[config.mk]
export PLATFORM = sky130hd
export DESIGN_NAME = mag_cmp_seq_flat
export DESIGN_NICKNAME = d
export VERILOG_FILES = /design/src/rtl/mag_cmp_seq_if.sv /design/src/rtl/mag_cmp_seq.sv /design/src/flat_wrapper.sv
export SDC_FILE = /design/constraint.sdc
export NUM_CORES = 1
export LEC_CHECK = 0
export CAP_MARGIN = 20
export CORE_UTILIZATION = 47
export CTS_BUF_LIST = sky130_fd_sc_hd__clkbuf_4
export DETAILED_ROUTE_END_ITERATION = 8
export PLACE_DENSITY = 0.89
export SYNTH_ARGS = -nofsm -noshare
export SYNTH_HDL_FRONTEND = slang
export SYNTH_SLANG_ARGS = --single-unit
[constraint.sdc]
create_clock -name clk -period 2.3 [get_ports clk]
set_input_delay 0.345 -clock clk [delete_from_list [all_inputs] [get_ports clk]]
set_output_delay 0.345 -clock clk [all_outputs]
set_load 0.05 [all_outputs]
[src/rtl/mag_cmp_seq_if.sv]
// Request/response bundle for mag_cmp_seq.
//   req_vld/req_rdy/req_val/req_rfr : operand request handshake
//   rsp_vld/rsp_rdy/rsp_grt/rsp_lst : compare result handshake
// master = requester side, slave = comparator side.
interface mag_cmp_seq_if #(
   parameter int WIDTH = 32
);
   logic             req_vld;
   logic             req_rdy;
   logic [WIDTH-1:0] req_val;
   logic [WIDTH-1:0] req_rfr;
   logic             rsp_vld;
   logic             rsp_rdy;
   logic             rsp_grt;
   logic             rsp_lst;

   modport master (
      output req_vld, req_val, req_rfr, rsp_rdy,
      input  req_rdy, rsp_vld, rsp_grt, rsp_lst
   );

   modport slave (
      input  req_vld, req_val, req_rfr, rsp_rdy,
      output req_rdy, rsp_vld, rsp_grt, rsp_lst
   );
endinterface

[src/rtl/mag_cmp_seq.sv]
// Multi-cycle unsigned magnitude comparator. One CHUNK-wide mag_cmp_base is
// stepped over the captured operands, MSB chunk first; one op in flight.
// Ports:
//   clk, rst_n : clock (rising), asynchronous active-low reset
//   bus        : mag_cmp_seq_if.slave request/response handshakes
//   busy       : high while an operation is in progress (state != IDLE)
// Build option: define MAG_CMP_SEQ_EARLY_EXIT_EN to leave CMP at the first
// differing chunk; otherwise all N chunks are always examined (constant time).

// Single-chunk comparator. IMPLEMENTATION selects relational operators (0)
// or a borrow-based subtractor (other values); results are identical.
module mag_cmp_base #(
   parameter int WIDTH          = 8,
   parameter int IMPLEMENTATION = 0
) (
   input  logic [WIDTH-1:0] a,
   input  logic [WIDTH-1:0] b,
   output logic             grt,
   output logic             lst
);
   generate
      if (IMPLEMENTATION == 0) begin : g_rel
         assign grt = (a > b);
         assign lst = (a < b);
      end else begin : g_sub
         logic [WIDTH:0] diff;
         assign diff = {1'b0, a} - {1'b0, b};
         assign lst  = diff[WIDTH];
         assign grt  = ~diff[WIDTH] & (|diff[WIDTH-1:0]);
      end
   endgenerate
endmodule

module mag_cmp_seq #(
   parameter int WIDTH          = 32,
   parameter int CHUNK          = 8,
   parameter int IMPLEMENTATION = 0
) (
   input  logic         clk,
   input  logic         rst_n,
   mag_cmp_seq_if.slave bus,
   output logic         busy
);
   localparam int N  = WIDTH / CHUNK;
   localparam int CW = (N > 1) ? $clog2(N) : 1;

   generate
      if (WIDTH % CHUNK != 0) begin : g_bad_cfg
         $fatal(1, "mag_cmp_seq: WIDTH must be a multiple of CHUNK");
      end
   endgenerate

   typedef enum logic [1:0] {IDLE, CMP, RSP} state_t;

   state_t                     state_q, state_d;
   logic [N-1:0][CHUNK-1:0]    val_q, rfr_q;
   logic [CW-1:0]              cnt_q;
   logic                       grt_q, lst_q;
   logic                       c_grt, c_lst;
   logic                       fire, dec, fin, fin_grt, fin_lst;

   mag_cmp_base #(.WIDTH(CHUNK), .IMPLEMENTATION(IMPLEMENTATION)) u_cmp (
      .a   (val_q[cnt_q]),
      .b   (rfr_q[cnt_q]),
      .grt (c_grt),
      .lst (c_lst)
   );

`ifndef MAG_CMP_SEQ_EARLY_EXIT_EN
   // Sticky accumulator: the first nonzero chunk result (from the MSB side)
   // decides the outcome; later chunks may not overwrite it.
   logic acc_grt_q, acc_lst_q;
   logic hit_grt, hit_lst;
   assign hit_grt = (acc_grt_q | acc_lst_q) ? acc_grt_q : c_grt;
   assign hit_lst = (acc_grt_q | acc_lst_q) ? acc_lst_q : c_lst;
`endif

   always_ff @(posedge clk or negedge rst_n) begin
      if (!rst_n) state_q <= IDLE;
      else        state_q <= state_d;
   end

   always_comb begin
      state_d = state_q;
      fire    = 1'b0;
      dec     = 1'b0;
      fin     = 1'b0;
      fin_grt = 1'b0;
      fin_lst = 1'b0;
      case (state_q)
         IDLE: if (bus.req_vld) begin
            fire    = 1'b1;
            state_d = CMP;
         end
         CMP: begin
`ifdef MAG_CMP_SEQ_EARLY_EXIT_EN
            if (c_grt | c_lst) begin
               fin     = 1'b1;
               fin_grt = c_grt;
               fin_lst = c_lst;
            end else if (cnt_q == '0) begin
               fin = 1'b1;
            end else begin
               dec = 1'b1;
            end
`else
            if (cnt_q == '0) begin
               fin     = 1'b1;
               fin_grt = hit_grt;
               fin_lst = hit_lst;
            end else begin
               dec = 1'b1;
            end
`endif
            if (fin) state_d = RSP;
         end
         RSP: if (bus.rsp_rdy) state_d = IDLE;
         default: state_d = IDLE;
      endcase
   end

   always_ff @(posedge clk or negedge rst_n) begin
      if (!rst_n) begin
         val_q <= '0;
         rfr_q <= '0;
         cnt_q <= '0;
         grt_q <= 1'b0;
         lst_q <= 1'b0;
      end else begin
         if (fire) begin
            val_q <= bus.req_val;
            rfr_q <= bus.req_rfr;
            cnt_q <= CW'(N - 1);
         end else if (dec) begin
            cnt_q <= cnt_q - 1'b1;
         end
         // Result regs only change when an op completes; they hold across
         // the response stall and after the handshake.
         if (fin) begin
            grt_q <= fin_grt;
            lst_q <= fin_lst;
         end
      end
   end

`ifndef MAG_CMP_SEQ_EARLY_EXIT_EN
   always_ff @(posedge clk or negedge rst_n) begin
      if (!rst_n) begin
         acc_grt_q <= 1'b0;
         acc_lst_q <= 1'b0;
      end else if (fire) begin
         acc_grt_q <= 1'b0;
         acc_lst_q <= 1'b0;
      end else if (dec) begin
         acc_grt_q <= hit_grt;
         acc_lst_q <= hit_lst;
      end
   end
`endif

   assign bus.req_rdy = (state_q == IDLE);
   assign bus.rsp_vld = (state_q == RSP);
   assign bus.rsp_grt = grt_q;
   assign bus.rsp_lst = lst_q;
   assign busy        = (state_q != IDLE);
endmodule

[src/flat_wrapper.sv]
// flat-port wrapper written by rule: the top's interface ports become plain ports
module mag_cmp_seq_flat 
#(
   parameter int WIDTH          = 32,
   parameter int CHUNK          = 8,
   parameter int IMPLEMENTATION = 0
)
  (clk, rst_n, busy, bus_req_vld, bus_req_val, bus_req_rfr, bus_rsp_rdy, bus_req_rdy, bus_rsp_vld, bus_rsp_grt, bus_rsp_lst);
  mag_cmp_seq_if #(.WIDTH(WIDTH)) bus_i ();
  input  logic clk;
  input  logic rst_n;
  output logic busy;
  input wire logic [$bits(bus_i.req_vld)-1:0] bus_req_vld;
  input wire logic [$bits(bus_i.req_val)-1:0] bus_req_val;
  input wire logic [$bits(bus_i.req_rfr)-1:0] bus_req_rfr;
  input wire logic [$bits(bus_i.rsp_rdy)-1:0] bus_rsp_rdy;
  output wire logic [$bits(bus_i.req_rdy)-1:0] bus_req_rdy;
  output wire logic [$bits(bus_i.rsp_vld)-1:0] bus_rsp_vld;
  output wire logic [$bits(bus_i.rsp_grt)-1:0] bus_rsp_grt;
  output wire logic [$bits(bus_i.rsp_lst)-1:0] bus_rsp_lst;
  assign bus_i.req_vld = bus_req_vld;
  assign bus_i.req_val = bus_req_val;
  assign bus_i.req_rfr = bus_req_rfr;
  assign bus_i.rsp_rdy = bus_rsp_rdy;
  assign bus_req_rdy = bus_i.req_rdy;
  assign bus_rsp_vld = bus_i.rsp_vld;
  assign bus_rsp_grt = bus_i.rsp_grt;
  assign bus_rsp_lst = bus_i.rsp_lst;
  mag_cmp_seq #(.WIDTH(WIDTH), .CHUNK(CHUNK), .IMPLEMENTATION(IMPLEMENTATION)) u_core (.clk(clk), .rst_n(rst_n), .bus(bus_i), .busy(busy));
endmodule
Yosys cells after proc, flatten, opt, wreduce, memory -nomap -nowiden
Cells that the tools add are included.
{"block": "totals", "word_cells": 56, "in_bits": 68, "ff_bits": 72}
{"block": "classes", "add_sub_neg": 1, "n_mux": 27, "n_eq_ne": 5, "reduce_logical": 5, "order_cmp": 3, "bitwise_logic": 1}
{"operator": "8-bit binary-select mux with 2-bit select", "count": 2}
{"operator": "1-bit 2-to-1 mux", "count": 17}
{"operator": "8-bit 2-to-1 mux", "count": 2}
{"operator": "2-bit 2-to-1 mux", "count": 5}
{"operator": "8-bit > comparator", "count": 1}
{"operator": "8-bit less-than comparator", "count": 1}
{"operator": "2-bit one-hot mux with 3 select lines", "count": 1}
{"operator": "2-bit logical NOT", "count": 2}
{"operator": "2-bit inequality test, second input constant", "count": 2}
{"operator": "2-bit nonzero test", "count": 2}
{"operator": "2-bit by 3-bit less-than comparator with 1-bit output, second input constant", "count": 1}
{"operator": "3-bit AND reduction", "count": 1}
{"operator": "2-bit by 1-bit == test with 1-bit output, second input constant", "count": 1}
{"operator": "2-bit == test, second input constant", "count": 1}
{"operator": "2-bit by 1-bit inequality test with 1-bit output, second input constant", "count": 1}
{"operator": "2-bit by 1-bit subtractor with 2-bit output, second input constant", "count": 1}
{"operator": "1-bit OR", "count": 1}

Logic depth before layout (Yosys ltp)
Gate-level depths: netlist of the first run.
{"block": "logic_depth", "word_depth": 6, "mapped_depth": 9}

By module
From an unflattened synthesis of the first run, not the netlist that was laid out.
{"block": "hier_totals", "cells_unflattened": 222, "hier_area_um2": 3547.2}
{"mod": "mag_cmp_seq", "seq_area_each_um2": 1801.7, "instances": 1, "area_each_um2": 3335.7, "cells_each": 193}
{"mod": "mag_cmp_base", "seq_area_each_um2": 0.0, "instances": 1, "area_each_um2": 211.5, "cells_each": 29}

Worst setup path after synthesis of the first run
OpenSTA, ideal clock, no wires.
{"block": "synth_path", "kind": "reg-to-reg", "start": "reg u_core.cnt_q[0]", "end": "reg u_core.grt_q (netlist: u_core.bus.rsp_grt)", "t_arrival_ps": 2138, "path_buffers": 2, "required_time_ps": 2167, "setup_ps": 133, "setup_slack_ps": 30, "synth_period_minus_slack_ps": 2270, "path_stages_with_launch": 10, "path_cell_list": "dfrtp_1 > buf_6 > buf_6 > mux4_2 > ha_1 > nor2b_1 > o211ai_1 > a21oi_1 > a211oi_2 > o31ai_1"}
{"block": "synth_via", "elab_chain_len": 6}
{"item": "from (decl)", "line": "mag_cmp_seq.sv:57", "source": "logic [CW-1:0] cnt_q;"}
{"item": "from (signal assigned)", "line": "mag_cmp_seq.sv:133", "source": "cnt_q <= CW'(N - 1);"}
{"item": "from (signal assigned)", "line": "mag_cmp_seq.sv:135", "source": "cnt_q <= cnt_q - 1'b1;"}
{"item": "8-bit binary-select mux with 2-bit select (on tied branches)", "line": "mag_cmp_seq.sv:63, mag_cmp_seq.sv:64"}
{"item": "8-bit 2-to-1 mux (on tied branches)", "line": "mag_cmp_seq.sv:63, mag_cmp_seq.sv:64"}
{"item": "8-bit > comparator", "line": "mag_cmp_seq.sv:23", "source": "assign grt = (a > b);"}
{"item": "1-bit 2-to-1 mux", "line": "mag_cmp_seq.sv:74", "source": "assign hit_grt = (acc_grt_q | acc_lst_q) ? acc_grt_q : c_grt;"}
{"item": "1-bit 2-to-1 mux", "line": "mag_cmp_seq.sv:107", "source": "if (cnt_q == '0) begin"}
{"item": "1-bit 2-to-1 mux", "line": "mag_cmp_seq.sv:90", "source": "case (state_q)"}
{"item": "to (signal assigned)", "line": "mag_cmp_seq.sv:140", "source": "grt_q <= fin_grt;"}
{"item": "to (decl)", "line": "mag_cmp_seq.sv:58", "source": "logic grt_q, lst_q;"}
Several ways; a longest one is shown, not always the timed one. The select of a mux whose other input is x is not followed.
A chain may end at the register's enable or synchronous reset.

Final worst setup path of the first run
{"block": "layout_path", "start": "reg u_core.cnt_q[0]", "end": "reg u_core.lst_q (netlist: u_core.bus.rsp_lst)"}
{"block": "layout_via", "elab_chain_len": 6}
{"item": "8-bit binary-select mux with 2-bit select (on tied branches)", "line": "mag_cmp_seq.sv:63, mag_cmp_seq.sv:64"}
{"item": "8-bit 2-to-1 mux (on tied branches)", "line": "mag_cmp_seq.sv:63, mag_cmp_seq.sv:64"}
{"item": "8-bit less-than comparator", "line": "mag_cmp_seq.sv:24", "source": "assign lst = (a < b);"}
{"item": "1-bit 2-to-1 mux", "line": "mag_cmp_seq.sv:75", "source": "assign hit_lst = (acc_grt_q | acc_lst_q) ? acc_lst_q : c_lst;"}
{"item": "1-bit 2-to-1 mux", "line": "mag_cmp_seq.sv:107"}
{"item": "1-bit 2-to-1 mux", "line": "mag_cmp_seq.sv:90"}
{"item": "to (signal assigned)", "line": "mag_cmp_seq.sv:141", "source": "lst_q <= fin_lst;"}
{"item": "to (decl)", "line": "mag_cmp_seq.sv:58"}
Several ways; a longest one is shown, not always the timed one. The select of a mux whose other input is x is not followed.

==> flow_summary.yaml, run 1 <==
timing:
  final_hold_viol_count: 0
  drv_slew: 0
  grt_setup_unrepaired: "true"
  hold_slack_ps: 442
  finalSetupViolCount: 4
  worstMarginPinSlew_ps: 689
  fin_crit_ps: 2380
  fmax_mhz: 420
  fin_ws_ps: -81.9
  tns_ps: -225
  finalCritPeriodShare_pct: 104
  max_slew_margin_pct: 53.9
  skew_ps: 5.64
floorplan:
  die_area_sq_um: 7590
  coreArea_sq_um: 6910
  ios: 73
  dieHeight_um: 87.1
  dieWidth_um: 87.1
  initial_core_util_pct: 49.3
  rows: 30
clock_tree:
  cts_buffers: 9
  clock_latency_ps: 420
  cts.clk_slew.worst_paths_ps: 110
  cts_tree: "done"
  cts_max_level: 3
  clk_path_buf_depth: 2
  cts_root_buf: "clkbuf_4"
  cts.sink_count: 72
grt:
  antenna_found_initial: 0
  grt_max_degree: 45
  grt_pass1_wl_mm: 12.4
  overflow: 0
  grt_usage_pct: 21.9
  grt_pass1_vias: 2812
finish:
  fin_area_sq_um: 4430
  multi_input_area_sq_um: 1480
  diodes: 0
  area_growth_pct: 29.9
  num-fill-cells: 574
  final_cell_mix: "nand2_1, dfrtp_1, clkdlybuf4s50_1"
  seq_area_sq_um: 1800
  drive_gt1_share_pct: 13.3
  final_nets: 508
  layout_commonest_cell: "nand2_1"
critical_path:
  start_kind: "register"
  critPathArrivalTime_ps: 2740
  path_max_fanout: 10
  crit_path_end_kind: "register"
  required_ps: 2660
  path_class: "register to register"
placement:
  dp_slack_ps: -30.4
  dp_hpwl_mm: 5.18
  place_area_sq_um: 4190
  place_congestion: 0.803
  port-buffer-count: 72
synthesis:
  syn_area_sq_um: 3410
  synth_seq_area_share_pct: 52.9
  netlist.area_leader.share_pct: 52.9
  ys_seq_elements: 72
  syn_inst: 353
  syn_nets: 430
  yosys_warnings: 0
  syn_area_per_cell_sq_um: 9.65
  ys_types: 28
  synthTopCellsByArea: "dfrtp_1, nand2_1, mux4_2"
  synth_top_cell_by_area: "dfrtp_1"
power:
  powerDensity_nw_per_um2: 1380
  vdd_ir_drop_max_v: 0.000611
  power_leakage_uw: 0.00221
min_path:
  hold_path.class: "input pin to register"
routing:
  drt_pass1_iterations: 4
  wl_per_cell_um: 13.7
  vias: 2628
  drc: 0
  ant_nets: 0
  drt_wl_total_mm: 7.28
  drt_iter0_markers: 154
  viasPerCell: 4.95
outcome:
  violations: "setup timing"
  status: "finished, violations left"
run:
  drv_cap: 0
-- per-layer routing --
metal  global-route usage (%)  routed length, um  vias to the layer above
met5                        0                  0                        -
met4                     8.49                158                        0
met3                     7.30                338                       18
met2                     37.3               3810                       72
met1                     25.9               2970                     1254
li1                         -                  -                     1284
-- worst max-delay path: stages (launching register included) --
cell and delay (ps):
dfrtp_1 420, buf_4 150, buf_6 160, mux4_2 510
ha_1 340, a21o_1 200, a211oi_2 330, o31a_1 200
-- synthesized netlist by cell type (all sizes together) --
| cell type | count |
|---|---|
| nor2b | 2 |
| o211ai | 2 |
| nand2 | 199 |
| a21oi | 2 |
| nand3b | 1 |
| o31a | 1 |
| a211oi | 1 |
| nor2 | 5 |
| nor3 | 1 |
| dfrtp | 72 |
| nand2b | 2 |
| ha | 9 |
| a21o | 1 |
| or3b | 1 |
| nand4 | 3 |
| and2 | 1 |
| mux4 | 16 |
| inv | 11 |
| nor3b | 1 |
| o21ai | 1 |
| o31ai | 1 |
| clkbuf | 4 |
| a22o | 1 |
| xnor2 | 1 |
| buf | 14 |
-- registers in the layout, summed over array words and instances (netlist names) --
name / cells
u_core.cnt_q: 2
u_core.state_q: 2
u_core.val_q: 32
u_core.acc_grt_q: 1
u_core.bus.rsp_grt: 1
u_core.acc_lst_q: 1
u_core.rfr_q: 32
u_core.bus.rsp_lst: 1
-- repair_timing --
item                                    4_1_cts  5_1_grt
endpoints found under the setup margin        4        6
hold endpoints to repair                     72        0
gates resized for setup                       4       10
setup buffers                                 3        1
pin swaps                                     1        4
hold buffers                                  1        0
-- final cells by class --
cell class | instances | share of cell area, %
sequential | 72 | 40.7
multi-input combinational | 252 | 33.5
clock buffer | 11 | 1.87
clock inverter | 4 | 0.509
inverter | 11 | 0.933
timing repair buffer | 85 | 19.8
tap | 96 | 2.71
-- power breakdown --
part	leakage, uW	total, uW	switching (uW)	internal [uW]
registers	0.000889	2240	379	1860
clock network	0.0000625	657	422	235
logic	0.00126	3210	1630	1590
-- final timing paths --
kind                                  start  slack [ps]                 end  cells past startpoint
min                         bus_req_rfr[27]         440    u_core.rfr_q[27]                      3
min reg2reg                u_core.val_q[26]         480    u_core.val_q[26]                      2
min in group asynchronous             rst_n         490    u_core.val_q[20]                      3
max                         u_core.cnt_q[0]         -80  u_core.bus.rsp_lst                      7
max in group asynchronous             rst_n        1430    u_core.rfr_q[28]                      3
max reg2reg                 u_core.cnt_q[0]         -80  u_core.bus.rsp_lst                      7
-- kinds of logic after synthesis --
family / count (synthesis) / synth area share, %
AOI/OAI and AO/OA: 10 / 2.20
DFF: 72 / 52.9
xor gates and xnor gates: 1 / 0.257
muxes: 16 / 10.6
buffers and inverters: 29 / 5.55
adders and majority gates: 9 / 3.31
and+or+nand+nor: 216 / 25.2
-- through the flow --
stage / utilization [%] / std cells / total power (uW)
after floorplan: - / 353 / 4320
after global placement: 60.7 / 511 / 4890
after detailed placement: 60.7 / 511 / 5080
after CTS: 63.3 / 530 / 5900
after global routing: 64.1 / 531 / 6620
final: 64.1 / 531 / 6110
(Power assumes the default switching activity.)
==> run 2: changes to the inputs <==
--- a/config.mk
+++ b/config.mk
@@ -10,6 +10,7 @@
 export CTS_BUF_LIST = sky130_fd_sc_hd__clkbuf_4
 export DETAILED_ROUTE_END_ITERATION = 8
 export PLACE_DENSITY = 0.89
+export RECOVER_POWER = 25
 export SYNTH_ARGS = -nofsm -noshare
 export SYNTH_HDL_FRONTEND = slang
 export SYNTH_SLANG_ARGS = --single-unit
==> flow_summary.yaml, run 2 (synthesis results as in run 1) <==
outcome:
  status: "finished, violations left"
  violations: "setup timing"
grt:
  grt_pass1_wl_mm: 12.4
  overflow: 0
  antenna_found_initial: 0
  grt_pass1_vias: 2812
  grt_max_degree: 45
  grt_usage_pct: 21.9
timing:
  fin_ws_ps: -81.9
  fin_crit_ps: 2380
  drv_slew: 0
  finalCritPeriodShare_pct: 104
  finalSetupViolCount: 4
  grt_setup_unrepaired: "true"
  tns_ps: -225
  hold_slack_ps: 442
  skew_ps: 5.77
  final_hold_viol_count: 0
  max_slew_margin_pct: 35.6
  fmax_mhz: 420
  worstMarginPinSlew_ps: 965
critical_path:
  start_kind: "register"
  path_class: "register to register"
  critical-path-top-delay-family: "compound AO/OA/AOI/OAI gates"
  worstReg2RegEnd: "u_core.bus.rsp_lst"
  reg2reg_from: "u_core.cnt_q[0]"
  path_max_fanout: 10
  r2r_setup_slack_ps: -80
  path_buf_inv: 2
  crit_path_end_kind: "register"
  path_depth: 7
  setup.worst_path.end: "u_core.bus.rsp_lst"
  critPathMaxStageDelay_ps: 510
  worst_r2r_path_depth: 7
  critical_path.slowest_cell: "mux4_2"
  worstPathCellList: "buf_4, buf_6, mux4_2, ha_1, a21o_1, a211oi_2, o31a_1"
  critPathLaunch: "u_core.cnt_q[0]"
  required_ps: 2660
  critPathArrivalTime_ps: 2740
finish:
  reg_top3: "u_core.rfr_q (32), u_core.val_q (32)"
  final_nets: 508
  fin_cells: 531
  final_cell_mix: "nand2_1, dfrtp_1, clkdlybuf4s50_1"
  layout_commonest_cell: "nand2_1"
  diodes: 0
  multi_input_area_sq_um: 1480
  area_growth_pct: 29.7
  drive_gt1_share_pct: 13.1
  seq_area_sq_um: 1800
  num-fill-cells: 577
routing:
  drt_wl_total_mm: 7.28
  vias: 2626
  ant_nets: 0
  wl_per_cell_um: 13.7
  drc: 0
  drt_iter0_markers: 154
  drt_pass1_iterations: 4
  viasPerCell: 4.95
run:
  drv_cap: 0
clock_tree:
  clock_latency_ps: 420
  cts_tree: "done"
  cts.clk_slew.worst_paths_ps: 110
  cts.sink_count: 72
  cts_buffers: 9
  cts_root_buf: "clkbuf_4"
  clk_path_buf_depth: 2
  cts_max_level: 3
floorplan:
  dieHeight_um: 87.1
  initial_core_util_pct: 49.3
  rows: 30
  coreArea_sq_um: 6910
  die_area_sq_um: 7590
  dieWidth_um: 87.1
  ios: 73
power:
  powerDensity_nw_per_um2: 1380
  vdd_ir_drop_max_v: 0.000611
  power_leakage_uw: 0.00220
placement:
  dp_hpwl_mm: 5.18
  place_congestion: 0.803
  dpl.cell_count: 511
  port-buffer-count: 72
min_path:
  hold_path.class: "input pin to register"
-- run 2: cell type report --
| type | instances | area share (%) |
|---|---|---|
| sequential | 72 | 40.8 |
| multi-input combinational | 252 | 33.6 |
| timing repair buffer | 85 | 19.6 |
| tap | 96 | 2.72 |
| clock buffer | 11 | 1.87 |
| inverter | 11 | 0.934 |
| clock inverter | 4 | 0.510 |
-- run 2: timing repair --
| item | in CTS | in global routing |
|---|---|---|
| buffers inserted | 3 | 1 |
| gates resized for setup | 4 | 10 |
| hold buffers | 1 | 0 |
| endpoints found under the hold margin | 72 | 0 |
| endpoints found under the setup margin | 4 | 6 |
| cloned | 0 | 0 |
| pin swaps | 1 | 4 |
-- run 2: worst min path at each step --
stage,start,endpoint,slack (ps),depth (start not counted)
detailed placement,rst_n,u_core.val_q[5],400,2
CTS,bus_req_rfr[19],u_core.rfr_q[19],410,3
global placement,rst_n,u_core.val_q[5],390,2
finish,bus_req_rfr[27],u_core.rfr_q[27],440,3
global route,bus_req_val[19],u_core.val_q[19],410,3
floorplan,rst_n,u_core.acc_grt_q,50,0
-- run 2: stage by stage --
stage,instance area [sq um],setup slack [ps],power [uW],util [%]
2_1_floorplan,3410,29.6,4320,-
3_3_place_gp,4190,56.1,4890,60.7
3_5_place_dp,4190,-30.4,5080,60.7
4_1_cts,4370,-12.3,5900,63.3
5_1_grt,4420,-151,6620,64.0
6_report,4420,-81.9,6110,64.0
-- run 2: power by group --
part	switching (uW)	internal (uW)
Clock	422	235
Sequential	379	1860
Combinational	1630	1590
-- run 2: metal layers --
layer	up-vias	GRT usage (%)	wire length (um)
met5	-	0	0
met4	0	8.49	158
met3	18	7.30	338
met2	72	37.3	3800
met1	1252	25.9	2980
li1	1284	-	-
-- run 2: worst reg2reg max path, stage by stage (launching register included) --
cell and delay [ps]:
dfrtp_1 420, buf_4 150, buf_6 160, mux4_2 510
ha_1 340, a21o_1 200, a211oi_2 330, o31a_1 200
